File: config.mk
export PLATFORM = sky130hd
export DESIGN_NAME = pipe_shifter_flat
export DESIGN_NICKNAME = d
export VERILOG_FILES = /design/src/rtl/shifter_pkg.sv /design/src/rtl/pipe_shifter_if.sv /design/src/rtl/shift_stage.sv /design/src/rtl/pipe_shifter.sv /design/src/flat_wrapper.sv
export SDC_FILE = /design/constraint.sdc
export NUM_CORES = 1
export LEC_CHECK = 0
export BUFFER_PORTS_ARGS = -buffer_cell sky130_fd_sc_hd__buf_4
export CORE_MARGIN = 2
export CORE_UTILIZATION = 50
export CTS_CLUSTER_DIAMETER = 50
export CTS_CLUSTER_SIZE = 12
export DETAILED_ROUTE_END_ITERATION = 7
export GPL_TIMING_DRIVEN = 0
export HOLD_SLACK_MARGIN = 0.05
export PLACE_DENSITY = 0.7
export SLEW_MARGIN = 15
export SYNTH_ARGS = -nofsm -noshare
export SYNTH_HDL_FRONTEND = slang
export SYNTH_SLANG_ARGS = --single-unit
File: constraint.sdc
create_clock -name clk -period 2.2 [get_ports clk]
set_input_delay 0.33 -clock clk [delete_from_list [all_inputs] [get_ports clk]]
set_output_delay 0.33 -clock clk [all_outputs]
set_load 0.05 [all_outputs]
File: src/rtl/shifter_pkg.sv
// Shared op encodings, stage mode word and decode helpers for the pipelined shifter.
package shifter_pkg;

    typedef enum logic [2:0] {
        OP_SLL = 3'b000,
        OP_SRL = 3'b010,
        OP_SRA = 3'b011,
        OP_ROL = 3'b100,
        OP_ROR = 3'b101
    } shift_op_e;

    // Per-operation control that travels with the data through every stage.
    typedef struct packed {
        logic err;   // illegal opcode; data forced to zero at entry
        logic rev;   // right-type op: operand and result are bit-reversed
        logic rot;   // rotate instead of fill
        logic fill;  // bit shifted into vacated positions
    } shift_mode_t;

    function automatic logic is_legal_op(input logic [2:0] op);
        case (op)
            OP_SLL, OP_SRL, OP_SRA, OP_ROL, OP_ROR: return 1'b1;
            default:                                return 1'b0;
        endcase
    endfunction

    function automatic int unsigned log2(input int unsigned v);
        int unsigned r;
        r = 0;
        for (int unsigned i = 0; i < 32; i++) begin
            if ((64'd1 << i) < 64'(v)) r = i + 1;
        end
        return r;
    endfunction

    function automatic shift_mode_t decode_mode(input logic [2:0] op, input logic msb);
        shift_mode_t m;
        m      = '0;
        m.err  = !is_legal_op(op);
        m.rev  = (op == OP_SRL) || (op == OP_SRA) || (op == OP_ROR);
        m.rot  = (op == OP_ROL) || (op == OP_ROR);
        m.fill = (op == OP_SRA) && msb;
        return m;
    endfunction

endpackage

File: src/rtl/pipe_shifter_if.sv
// Operation/result handshake bundle for pipe_shifter.
interface pipe_shifter_if #(
    parameter int unsigned DATA_WIDTH = 32,
    parameter int unsigned TAG_WIDTH  = 4
);
    logic                  flush;
    logic                  in_valid;
    logic                  in_ready;
    logic [DATA_WIDTH-1:0] A;
    logic [DATA_WIDTH-1:0] B;
    logic [2:0]            Shiftop;
    logic [TAG_WIDTH-1:0]  in_tag;
    logic                  out_valid;
    logic                  out_ready;
    logic [DATA_WIDTH-1:0] Result;
    logic [TAG_WIDTH-1:0]  out_tag;
    logic                  out_err;

    modport master (
        output flush, in_valid, A, B, Shiftop, in_tag, out_ready,
        input  in_ready, out_valid, Result, out_tag, out_err
    );

    modport slave (
        input  flush, in_valid, A, B, Shiftop, in_tag, out_ready,
        output in_ready, out_valid, Result, out_tag, out_err
    );
endinterface

File: src/rtl/shift_stage.sv
// One pipeline stage: conditional left shift/rotate by 2**STAGE_IDX, then register.
module shift_stage
    import shifter_pkg::*;
#(
    parameter int unsigned DATA_WIDTH = 32,
    parameter int unsigned TAG_WIDTH  = 4,
    parameter int unsigned STAGE_IDX  = 0
) (
    input  logic                  clk,
    input  logic                  rst_n,
    input  logic                  i_flush,
    input  logic                  i_advance,
    input  logic                  i_valid,
    input  logic [DATA_WIDTH-1:0] i_data,
    input  shift_mode_t           i_mode,
    input  logic [log2(DATA_WIDTH)-1:0] i_shamt,
    input  logic [TAG_WIDTH-1:0]  i_tag,
    output logic                  o_valid,
    output logic [DATA_WIDTH-1:0] o_data,
    output shift_mode_t           o_mode,
    output logic [log2(DATA_WIDTH)-1:0] o_shamt,
    output logic [TAG_WIDTH-1:0]  o_tag
);
    localparam int unsigned SHAMT_W = log2(DATA_WIDTH);
    localparam int unsigned SHIFT   = 32'd1 << STAGE_IDX;

    logic                  r_valid;
    logic [DATA_WIDTH-1:0] r_data;
    shift_mode_t           r_mode;
    logic [SHAMT_W-1:0]    r_shamt;
    logic [TAG_WIDTH-1:0]  r_tag;
    logic [DATA_WIDTH-1:0] w_shifted;

    always_comb begin
        w_shifted = {i_data[DATA_WIDTH-1-SHIFT:0], {SHIFT{i_mode.fill}}};
        if (i_mode.rot) begin
            w_shifted = {i_data[DATA_WIDTH-1-SHIFT:0], i_data[DATA_WIDTH-1:DATA_WIDTH-SHIFT]};
        end
    end

    // Flush outranks a stall: valid clears even when the stage is holding.
    always_ff @(posedge clk) begin
        if (!rst_n) begin
            r_valid <= 1'b0;
            r_data  <= '0;
            r_mode  <= '0;
            r_shamt <= '0;
            r_tag   <= '0;
        end else if (i_flush) begin
            r_valid <= 1'b0;
        end else if (i_advance) begin
            r_valid <= i_valid;
            r_data  <= i_shamt[STAGE_IDX] ? w_shifted : i_data;
            r_mode  <= i_mode;
            r_shamt <= i_shamt;
            r_tag   <= i_tag;
        end
    end

    assign o_valid = r_valid;
    assign o_data  = r_data;
    assign o_mode  = r_mode;
    assign o_shamt = r_shamt;
    assign o_tag   = r_tag;

endmodule

File: src/rtl/pipe_shifter.sv
// Pipelined barrel shifter: log2(DATA_WIDTH) stages, valid/ready flow control, tag sideband.
module pipe_shifter
    import shifter_pkg::*;
#(
    parameter int unsigned DATA_WIDTH = 32,
    parameter int unsigned TAG_WIDTH  = 4
) (
    input  logic          clk,
    input  logic          rst_n,
    pipe_shifter_if.slave bus
);
    localparam int unsigned SHAMT_W = log2(DATA_WIDTH);

    logic                  w_valid [SHAMT_W+1];
    logic [DATA_WIDTH-1:0] w_data  [SHAMT_W+1];
    shift_mode_t           w_mode  [SHAMT_W+1];
    logic [SHAMT_W-1:0]    w_shamt [SHAMT_W+1];
    logic [TAG_WIDTH-1:0]  w_tag   [SHAMT_W+1];

    logic                  w_advance;
    logic                  w_accept;
    shift_mode_t           w_entry_mode;
    logic [DATA_WIDTH-1:0] w_out_data;
    logic                  w_unused_bits;

    function automatic logic [DATA_WIDTH-1:0] bit_rev(input logic [DATA_WIDTH-1:0] v);
        logic [DATA_WIDTH-1:0] r;
        r = '0;
        for (int unsigned i = 0; i < DATA_WIDTH; i++) begin
            r[i] = v[DATA_WIDTH-1-i];
        end
        return r;
    endfunction

    assign w_advance    = !w_valid[SHAMT_W] || bus.out_ready;
    assign bus.in_ready = rst_n && !bus.flush && w_advance;
    assign w_accept     = bus.in_valid && bus.in_ready;

    // Right shifts and rotates reuse the left network: reverse on entry, reverse on exit.
    assign w_entry_mode = decode_mode(bus.Shiftop, bus.A[DATA_WIDTH-1]);
    assign w_valid[0]   = w_accept;
    assign w_mode[0]    = w_entry_mode;
    assign w_data[0]    = w_entry_mode.err ? '0 :
                          (w_entry_mode.rev ? bit_rev(bus.A) : bus.A);
    assign w_shamt[0]   = bus.B[SHAMT_W-1:0];
    assign w_tag[0]     = bus.in_tag;

    for (genvar k = 0; k < SHAMT_W; k++) begin : g_stage
        shift_stage #(
            .DATA_WIDTH (DATA_WIDTH),
            .TAG_WIDTH  (TAG_WIDTH),
            .STAGE_IDX  (k)
        ) u_stage (
            .clk       (clk),
            .rst_n     (rst_n),
            .i_flush   (bus.flush),
            .i_advance (w_advance),
            .i_valid   (w_valid[k]),
            .i_data    (w_data[k]),
            .i_mode    (w_mode[k]),
            .i_shamt   (w_shamt[k]),
            .i_tag     (w_tag[k]),
            .o_valid   (w_valid[k+1]),
            .o_data    (w_data[k+1]),
            .o_mode    (w_mode[k+1]),
            .o_shamt   (w_shamt[k+1]),
            .o_tag     (w_tag[k+1])
        );
    end

    assign w_out_data    = w_mode[SHAMT_W].rev ? bit_rev(w_data[SHAMT_W]) : w_data[SHAMT_W];
    assign bus.out_valid = rst_n && w_valid[SHAMT_W];
    assign bus.Result    = rst_n ? w_out_data : '0;
    assign bus.out_tag   = rst_n ? w_tag[SHAMT_W] : '0;
    assign bus.out_err   = rst_n && w_valid[SHAMT_W] && w_mode[SHAMT_W].err;

    assign w_unused_bits = ^{bus.B[DATA_WIDTH-1:SHAMT_W], w_shamt[SHAMT_W],
                             w_mode[SHAMT_W].rot, w_mode[SHAMT_W].fill};

endmodule
File: src/flat_wrapper.sv
// flat-port wrapper written by rule: the top's interface ports become plain ports
module pipe_shifter_flat import shifter_pkg::*;
#(
    parameter int unsigned DATA_WIDTH = 32,
    parameter int unsigned TAG_WIDTH  = 4
)
  (clk, rst_n, bus_flush, bus_in_valid, bus_A, bus_B, bus_Shiftop, bus_in_tag, bus_out_ready, bus_in_ready, bus_out_valid, bus_Result, bus_out_tag, bus_out_err);
  pipe_shifter_if #(.DATA_WIDTH(DATA_WIDTH), .TAG_WIDTH(TAG_WIDTH)) bus_i ();
  input  logic clk;
  input  logic rst_n;
  input wire logic [$bits(bus_i.flush)-1:0] bus_flush;
  input wire logic [$bits(bus_i.in_valid)-1:0] bus_in_valid;
  input wire logic [$bits(bus_i.A)-1:0] bus_A;
  input wire logic [$bits(bus_i.B)-1:0] bus_B;
  input wire logic [$bits(bus_i.Shiftop)-1:0] bus_Shiftop;
  input wire logic [$bits(bus_i.in_tag)-1:0] bus_in_tag;
  input wire logic [$bits(bus_i.out_ready)-1:0] bus_out_ready;
  output wire logic [$bits(bus_i.in_ready)-1:0] bus_in_ready;
  output wire logic [$bits(bus_i.out_valid)-1:0] bus_out_valid;
  output wire logic [$bits(bus_i.Result)-1:0] bus_Result;
  output wire logic [$bits(bus_i.out_tag)-1:0] bus_out_tag;
  output wire logic [$bits(bus_i.out_err)-1:0] bus_out_err;
  assign bus_i.flush = bus_flush;
  assign bus_i.in_valid = bus_in_valid;
  assign bus_i.A = bus_A;
  assign bus_i.B = bus_B;
  assign bus_i.Shiftop = bus_Shiftop;
  assign bus_i.in_tag = bus_in_tag;
  assign bus_i.out_ready = bus_out_ready;
  assign bus_in_ready = bus_i.in_ready;
  assign bus_out_valid = bus_i.out_valid;
  assign bus_Result = bus_i.Result;
  assign bus_out_tag = bus_i.out_tag;
  assign bus_out_err = bus_i.out_err;
  pipe_shifter #(.DATA_WIDTH(DATA_WIDTH), .TAG_WIDTH(TAG_WIDTH)) u_core (.clk(clk), .rst_n(rst_n), .bus(bus_i));
endmodule
Word level (Yosys, flattened, before mapping)
Index checks and enable logic that the tools add are counted.
- output and inout bits: 39
- bits in registers: 223
- latch bits: 0
- input bits: 76
- memories kept: 0
- memory bits (read-only): 0
- bits in writable memories: 0
- logic and storage cells: 76
- div/mod/pow operators: 0
- reduce and logical (&&, ||, !) cells: 17
- $add $sub $neg: 0
- eq/ne operators: 4
- shifts and indexed selects: 0
- magnitude comparators: 0
- muxes and demuxes: 16
- multipliers: 0
- bitwise operators: 2
- operators by type and width (kind ; count):
    $mux 32 ; 9
    $mux 16 ; 1
    $mux 4 ; 2
    $mux 8 ; 1
    $eq 3x2->1 const B ; 2
    $eq 3x3->1 const B ; 2
    $logic_and 1x1->1 ; 6
    $reduce_or 5->1 ; 1
    $logic_or 1x1->1 ; 4
    $logic_not 1->1 ; 3
    $logic_not 3->1 ; 1
    $mux 1 ; 2
    $mux 2 ; 1
    $not 1->1 ; 2
    $reduce_and 2->1 ; 1
    $reduce_or 2->1 ; 1

Depth between registers and ports, before layout
Gate-level depths: netlist of run 1.
- depth after elaboration: 7
- gate-level depth with buffers: 8
- gate-level depth less buffers: 4

Cells and area by module
Synthesis of run 1 repeated with hierarchy kept, for this count alone.
- cells, all modules: 1272
- area, all modules: 11952.7 um^2
- by module, submodules not included (module ; cells each ; seq. area each (um^2) ; instances ; area each (um^2)):
    shift_stage (u_core.g_stage[1].u_stage) ; 208 ; 920.9 ; 1 ; 2073.2
    shift_stage (u_core.g_stage[2].u_stage) ; 213 ; 920.9 ; 1 ; 2062.0
    shift_stage (u_core.g_stage[3].u_stage) ; 215 ; 920.9 ; 1 ; 2058.2
    shift_stage (u_core.g_stage[0].u_stage) ; 205 ; 920.9 ; 1 ; 2048.2
    shift_stage (u_core.g_stage[4].u_stage) ; 225 ; 920.9 ; 1 ; 2045.7
    pipe_shifter ; 206 ; 0.0 ; 1 ; 1665.3

Worst setup path before layout of run 1
OpenSTA, ideal clock, no wires.
- path type: input -> output
- from: in rst_n
- to: out bus_Result[0]
- path buffers: 3
- path slack: 134 ps
- stages on the path: 4
- data arrival time: 1736 ps
- required time: 1870 ps
- cell sequence: buf_2 clkbuf_1 buf_2 nor2b_1
- longest elaborated chain between the ends: 1
- ends and longest elaborated chain (item ; line ; source):
    start: declaration ; flat_wrapper.sv:10 ; input logic rst_n;
    $mux 32 ; pipe_shifter.sv:73 ; assign bus.Result = rst_n ? w_out_data : '0;
    end: declaration ; flat_wrapper.sv:20 ; output wire logic [$bits(bus_i.Result)-1:0] bus_Result;
Every way passes these cells.

Worst setup path in the final report of run 1
- from: reg u_core.g_stage[4].u_stage.r_valid
- to: out bus_in_ready
- longest elaborated chain between the ends: 3
- ends and longest elaborated chain (item ; line ; source):
    start: declaration ; shift_stage.sv:27 ; logic r_valid;
    start signal: assignment ; shift_stage.sv:52 ; r_valid <= i_valid;
    $logic_not 1->1 ; pipe_shifter.sv:35 ; assign w_advance = !w_valid[SHAMT_W] || bus.out_ready;
    $logic_or 1x1->1 ; pipe_shifter.sv:35 ;
    $logic_and 1x1->1 ; pipe_shifter.sv:36 ; assign bus.in_ready = rst_n && !bus.flush && w_advance;
    end: declaration ; flat_wrapper.sv:18 ; output wire logic [$bits(bus_i.in_ready)-1:0] bus_in_ready;
Every way passes these cells.

==> results of run 1 <==
cell type report:
cell class / instances / area [um2] / share of cell area
flip-flops and latches: 213 / 4270 / 0.338
inverters: 1 / 3.75 / 0.000298
clock buffers: 34 / 732 / 0.0581
plain buffers: 123 / 589 / 0.0468
well taps: 275 / 344 / 0.0273
clock inverters: 11 / 148 / 0.0117
repair buffers: 86 / 648 / 0.0514
multi-input cells: 871 / 5870 / 0.466
cell usage in the layout (no fill, tap or decap), drive strengths merged, types with 4 or more instances in the layout:
cell type,n
o22a,4
o211ai,30
a31oi,4
dfxtp,213
inv,4
clkbuf,83
o211a,99
nand2b,34
o221ai,30
nand2,243
a21oi,60
buf,159
clkinv,4
a21boi,72
nor2b,35
and2,6
mux2i,140
nor2,11
nand3,86
Yosys cell counts, drive strengths merged (3+ instances only):
cell type    n
nand2      243
dfxtp      213
mux2i      140
o211a       99
nand3       86
buf         74
a21boi      72
a21oi       60
clkbuf      52
nor2b       35
nand2b      34
o211ai      30
o221ai      30
nor2        11
and2         6
a31oi        4
o22a         4
a22oi        3
mux2         3
stage by stage:
stage	cells	hold WS, ps	power [W]	area, um2	util
finish	1614	72.5	0.00969	12600	0.600
global route	1614	72.6	0.0100	12600	0.600
CTS	1614	60.8	0.00974	12600	0.599
detailed placement	1571	457	0.00540	11700	0.557
global placement	1571	447	0.00538	11700	0.557
floorplan	1211	439	0.00500	10700	-
repair_timing:
| action | CTS | global route |
|---|---|---|
| cloned | 0 | 0 |
| hold endpoints to repair | 1 | 0 |
| setup buffers | 0 | 0 |
| resized for setup | 4 | 2 |
| setup endpoints to repair | 34 | 11 |
| hold buffers | 1 | 0 |
worst min-delay path by stage:
stage / startpoint / endpoint / slack (ps) / cells after the start
after floorplan: u_core.g_stage[4].u_stage.o_mode[3]$_SDFFE_PN0P_ / u_core.g_stage[4].u_stage.o_mode[3]$_SDFFE_PN0P_ / 440 / 2
after global placement: u_core.g_stage[1].u_stage.o_mode[3]$_SDFFE_PN0P_ / u_core.g_stage[2].u_stage.o_mode[3]$_SDFFE_PN0P_ / 450 / 2
after detailed placement: u_core.g_stage[1].u_stage.o_mode[2]$_SDFFE_PN0P_ / u_core.g_stage[1].u_stage.o_mode[2]$_SDFFE_PN0P_ / 460 / 2
after CTS: bus_in_tag[0] / u_core.g_stage[0].u_stage.o_tag[0]$_SDFFE_PN0P_ / 60 / 3
after global routing: bus_B[3] / u_core.g_stage[0].u_stage.o_shamt[3]$_SDFFE_PN0P_ / 70 / 3
final: bus_B[3] / u_core.g_stage[0].u_stage.o_shamt[3]$_SDFFE_PN0P_ / 70 / 3
where the power goes:
part	internal, W	total [W]	leakage, nW	switching (W)
registers	0.00405	0.00423	1.75	0.000178
clock network	0.00270	0.00435	0.431	0.00166
logic	0.000445	0.00111	3.20	0.000662
total	0.00720	0.00969	5.37	0.00250
worst max-delay path, cell delays in order, from the launching register on:
cell and delay (ps):
dfxtp_1 310, nor2b_1 140, buf_6 140, nor2_4 220, and2_4 240, buf_4 200
routing by layer:
metal / routed length, um / vias to the layer above / global-route usage
met1: 13600 / 4512 / 0.360
met2: 14300 / 259 / 0.448
met4: 703 / 0 / 0.0745
met5: 0 / - / 0
met3: 1460 / 47 / 0.0245
li1: - / 4549 / -
kinds of logic after synthesis:
logic type,count (synthesis),synth area share
buffers and inverters,127,0.0556
DFF,213,0.397
muxes,143,0.134
AOI/OAI and AO/OA,306,0.227
and+or+nand+nor,422,0.186
sequential cells by signal (all words and copies together) (netlist names):
signal	flops
u_core.g_stage.u_stage.o_data	160
u_core.g_stage.u_stage.o_mode	18
u_core.g_stage.u_stage.o_shamt	10
u_core.g_stage.u_stage.o_tag	20
u_core.g_stage.u_stage.o_valid	5
==> impl_results.md, run 1 <==
- DR iter-0 viols: 639
- Initial core utilization: 0.511
- Clock Skews: 10.7 ps
- Hold Path Class: in -> reg
- Max Cap Viol: 0
- Final hold viol count: 0
- Syn Area/Cell: 8.86 um2
- Sequential share of the synthesized area: 0.397
- Critical Path Start: u_core.g_stage[4].u_stage.o_valid$_SDFFE_PP0N_
- First-pass GRT wire length: 47.2 mm
- Final period util: 0.953
- CP Capture Type: output port
- Antenna violations before repair: 0
- Synthesized area: 10700 um2
- WL/cell: 18.6 um
- Pin count of the biggest net entering global routing: 20
- Synth Register Bits: 213
- FILL cells: 1882
- Commonest register cell after synthesis: dfxtp_1
- CORE AREA: 21000 um2
- # IOs: 115
- R2r setup slk: 380 ps
- Setup TNS: 0 ps
- Final wirelength: 30.1 mm
- Fmax: 477 MHz
- Final slew viol count: 0
- Async set or reset register ratio after synthesis: 0
- Reg2Reg Depth: 7
- Nets@finish: 1398
- Die width: 151 um
- Clock tree buffer depth: 3
- Antenna-violating nets left: 0
- WS Path Type: reg -> out
- Share of the synthesized area in the top cell type: 0.397
- Gr ovfl total: 0
- Vias: 9367
- Layout cells sized above 1: 0.165
- Crit-path max FO: 7
- Clock Latency Late Sink: 520 ps
- Number of synthesized flops with an enable pin: 0
- # setup viols final: 0
- # port buffers: 85
- Vias in the first global route: 8814
- Pleak: 5.37 nW
- Vias per cell: 5.80
- Crit path arrival time: 1770 ps
- DP Wirelength: 22.8 mm
- Diodes inserted: 0
- Worst r2r src: u_core.g_stage[4].u_stage.o_valid$_SDFFE_PP0N_
- Critical Path Start Type: flip-flop
- Die area: 22700 um2
- Clock Pin Slew Worst Setup and Hold Paths: 60 ps
- Die Ht: 151 um
- Post-Synthesis Cells: 1211
- Critical R2R Capture: u_core.g_stage[4].u_stage.o_data[15]$_SDFFE_PN0P_
- Placer Congestion: 0.940
- CTS tree: done
- Maximum vdd drop: 0.000669 V
- Status: finished clean
- Pre-CTS setup slack: -204 ps
- Worst setup path end: bus_in_ready
- DRC viols: 0
- Rel. slew slack: 0.549
- Pre-antenna DRT Iters: 5
- Total CTS buffers: 26
- Cell taking the most area after synthesis: dfxtp_1
- Area contributors post-synth: dfxtp_1 (40%), mux2i_1 (13%), o211a_1 (9.2%)
- RSZ-0062 raised after global routing: no
- Slew @ Worst Pin: 677 ps
- WP data required: 1870 ps
- GRT Resource Usage Total: 0.264
- Cell Pwr Density: 769 nW/um2
- Root Buffer: clkbuf_16
- Net Count, Synth: 1287
- PnR worst setup slack: 102 ps
- H-tree lvl count: 1
- Area delta synth->final: 17.4%
- Minimum clock period: 2100 ps
- CTS Sinks: 213
- Placement Rows: 53
- Synth warn: 0
- Post-synth cell types: 36
No activity file was read; power rests on OpenSTA's default activity.
==> inputs of run 2 (changes only) <==
Settings changed: HOLD_SLACK_MARGIN 0.05 to not set, REMOVE_ABC_BUFFERS set to 1.
==> run 2 against run 1 <==
Against the previous run: clock power fell by 24%; combinational power down 7%; total power down 12%; critical path depth shrank 1; clock-buffer cell count decreased by 8; non-clock buffer count shrank 105; final cell count is 7.4% lower; sequential power is essentially flat; worst hold slack improved by 18 ps; final area decreased by 3.6%; critical endpoint unchanged; largest cell class unchanged; largest power group is now registers.
==> impl_results.md, run 2 (synthesized netlist as in run 1, its figures left out) <==
- Status: finished clean (unchanged)
- # setup viols final: 0 (unchanged)
- Clock tree buffer depth: 3 (unchanged)
- Clock Skews: 12.7 ps (was 10.7 ps)
- GRT met1 Usage: 0.291 (was 0.360)
- Fin cells: 1494 (was 1614)
- Root Buffer: clkbuf_16 (unchanged)
- Clock Latency Late Sink: 500 ps (was 520 ps)
- Vias in the first global route: 7571 (was 8814)
- Area delta synth->final: 13.2% (was 17.4%)
- # port buffers: 87 (was 85)
- Grt met2 use: 0.323 (was 0.448)
- Crit-path max FO: 8 (was 7)
- PnR worst setup slack: 137 ps (was 102 ps)
- Die width: 151 um (unchanged)
- Antenna violations before repair: 0 (unchanged)
- Placement Rows: 53 (unchanged)
- Vias per cell: 5.69 (was 5.80)
- Hold Path Class: in -> reg (unchanged)
- Antenna-violating nets left: 0 (unchanged)
- Final period util: 0.938 (was 0.953)
- Crit path arrival time: 1730 ps (was 1770 ps)
- Hold Path Depth: 3 (unchanged)
- DRC viols: 0 (unchanged)
- Pleak: 5.05 nW (was 5.37 nW)
- WL/cell: 15.4 um (was 18.6 um)
- Crit-path slowest cell: nor2b_4 (was dfxtp_1)
- # IOs: 115 (unchanged)
- Hold path endpoint: u_core.g_stage[0].u_stage.o_shamt[1]$_SDFFE_PN0P_ (was u_core.g_stage[0].u_stage.o_shamt[3]$_SDFFE_PN0P_)
- DP Wirelength: 14.7 mm (was 22.8 mm)
- CP Capture Type: output port (unchanged)
- Vias: 8506 (was 9367)
- WS Path Type: reg -> out (unchanged)
- Final Cell Area: 12100 um2 (was 12600 um2)
- Gr ovfl total: 0 (unchanged)
- RSZ-0062 raised after global routing: no (unchanged)
- GRT Resource Usage Total: 0.201 (was 0.264)
- Layout cells sized above 1: 0.135 (was 0.165)
- Die Ht: 151 um (unchanged)
- Final Power: 0.00855 W (was 0.00969 W)
- Die area: 22700 um2 (unchanged)
- First-pass GRT wire length: 38.3 mm (was 47.2 mm)
- Clock Pin Slew Worst Setup and Hold Paths: 60 ps (about the same)
- Slowest stage delay, CP: 350 ps (was 310 ps)
- Rel. slew slack: 0.514 (was 0.549)
- FILL cells: 1867 (was 1882)
- Initial core utilization: 0.511 (unchanged)
- Hold Crit Start: bus_B[1] (was bus_B[3])
- Final hold slack: 90.5 ps (was 72.5 ps)
- H-tree lvl count: 1 (unchanged)
- Diodes inserted: 0 (unchanged)
- Commonest non-fill, non-tap cell in the layout: nand2_1 (unchanged)
- WP data required: 1870 ps (about the same)
- Final wirelength: 22.9 mm (was 30.1 mm)
- Number of flip-flops in the largest register: 160 (unchanged)
- Critical R2R Capture: u_core.g_stage[0].u_stage.o_data[20]$_SDFFE_PN0P_ (was u_core.g_stage[4].u_stage.o_data[15]$_SDFFE_PN0P_)
- Worst r2r src: u_core.g_stage[4].u_stage.o_valid$_SDFFE_PP0N_ (unchanged)
- Cell Pwr Density: 704 nW/um2 (was 769 nW/um2)
- Global route hottest layer: met2 (unchanged)
- Pin count of the biggest net entering global routing: 140 (was 20)
- Reg2Reg Depth: 5 (was 7)
- Pre-CTS setup slack: -698 ps (was -204 ps)
- Placer Congestion: 0.774 (was 0.940)
- Final hold viol count: 0 (unchanged)
- Pre-antenna DRT Iters: 5 (unchanged)
- Final slew viol count: 0 (unchanged)
- DR iter-0 viols: 501 (was 639)
- CTS Sinks: 213 (unchanged)
- Maximum vdd drop: 0.000421 V (was 0.000669 V)
- Total CTS buffers: 22 (was 26)
- Most frequent cells in the layout: nand2_1 (243), dfxtp_1 (208), mux2i_1 (140) (was nand2_1 (243), dfxtp_1 (212), mux2i_1 (140))
- Critical Path Start Type: flip-flop (unchanged)
- Max Cap Viol: 0 (unchanged)
- Fmax: 485 MHz (was 477 MHz)
- R2r setup slk: 160 ps (was 380 ps)
- Grt met3 use: 0.0224 (was 0.0245)
- Placed instance count: 1462 (was 1571)
- Critical Path, Cell by Cell: nor2b_4, nor2_4, and2_1, buf_4 (was nor2b_1, buf_6, nor2_4, and2_4, buf_4)
- Slew @ Worst Pin: 729 ps (was 677 ps)
- CTS tree: done (unchanged)
- Cell area after placement: 11500 um2 (was 11700 um2)
- CORE AREA: 21000 um2 (unchanged)
- Nets@finish: 1291 (was 1398)
- Minimum clock period: 2060 ps (was 2100 ps)
-- run 2: worst max-delay path, delay by kind of cell, from the launching register on --
family | cells | cell delay, ps
simple gates | 3 | 700
buf+inv | 1 | 210
flops | 1 | 340
-- run 2: timing repair --
item | CTS | global route
setup buffers | 2 | 0
pin swaps | 1 | 0
gates resized for setup | 3 | 4
setup endpoints to repair | 69 | 14
hold buffers | 0 | 0
cloned | 2 | 0
-- run 2: layout make-up --
class | count | area [um2] | share of cell area
Clock buffer | 26 | 597 | 0.0491
Inverter | 1 | 3.75 | 0.000309
Tap cell | 275 | 344 | 0.0283
Clock inverter | 2 | 13.8 | 0.00113
Timing Repair Buffer | 104 | 1010 | 0.0835
Sequential cell | 213 | 4270 | 0.352
Multi-Input combinational cell | 873 | 5900 | 0.486
-- run 2: power by group --
| group | internal [W] | total (W) | switching, W |
|---|---|---|---|
| sequential | 0.00405 | 0.00421 | 0.000157 |
| clock | 0.00189 | 0.00331 | 0.00141 |
| combinational | 0.000445 | 0.00103 | 0.000588 |
| total | 0.00639 | 0.00855 | 0.00216 |
-- run 2: per-layer routing --
layer | up-vias | wire (um)
li1 | 4319 | -
met1 | 4023 | 11300
met2 | 141 | 10600
met3 | 23 | 736
met4 | 0 | 323
met5 | - | 0
-- run 2: through the flow --
step                utilization  TNS [ps]
floorplan                     -   -410400
global placement          0.530   -734550
detailed placement        0.546    -27440
CTS                       0.578         0
global route              0.578         0
finish                    0.578         0
-- run 2: how the worst max path moves through the flow --
stage                                              startpoint                                                 to  slack (ps)
3_5_place_dp                                    bus_out_ready  u_core.g_stage[0].u_stage.o_data[12]$_SDFFE_PN0P_        -700
6_report       u_core.g_stage[4].u_stage.o_valid$_SDFFE_PP0N_                                       bus_in_ready         140
4_1_cts                                                 rst_n                                      bus_Result[4]          80
3_3_place_gp                                    bus_out_ready  u_core.g_stage[0].u_stage.o_data[30]$_SDFFE_PN0P_       -5440
5_1_grt        u_core.g_stage[4].u_stage.o_valid$_SDFFE_PP0N_   u_core.g_stage[2].u_stage.o_data[1]$_SDFFE_PN0P_           3
2_1_floorplan  u_core.g_stage[4].u_stage.o_valid$_SDFFE_PP0N_  u_core.g_stage[0].u_stage.o_data[29]$_SDFFE_PN0P_       -3340
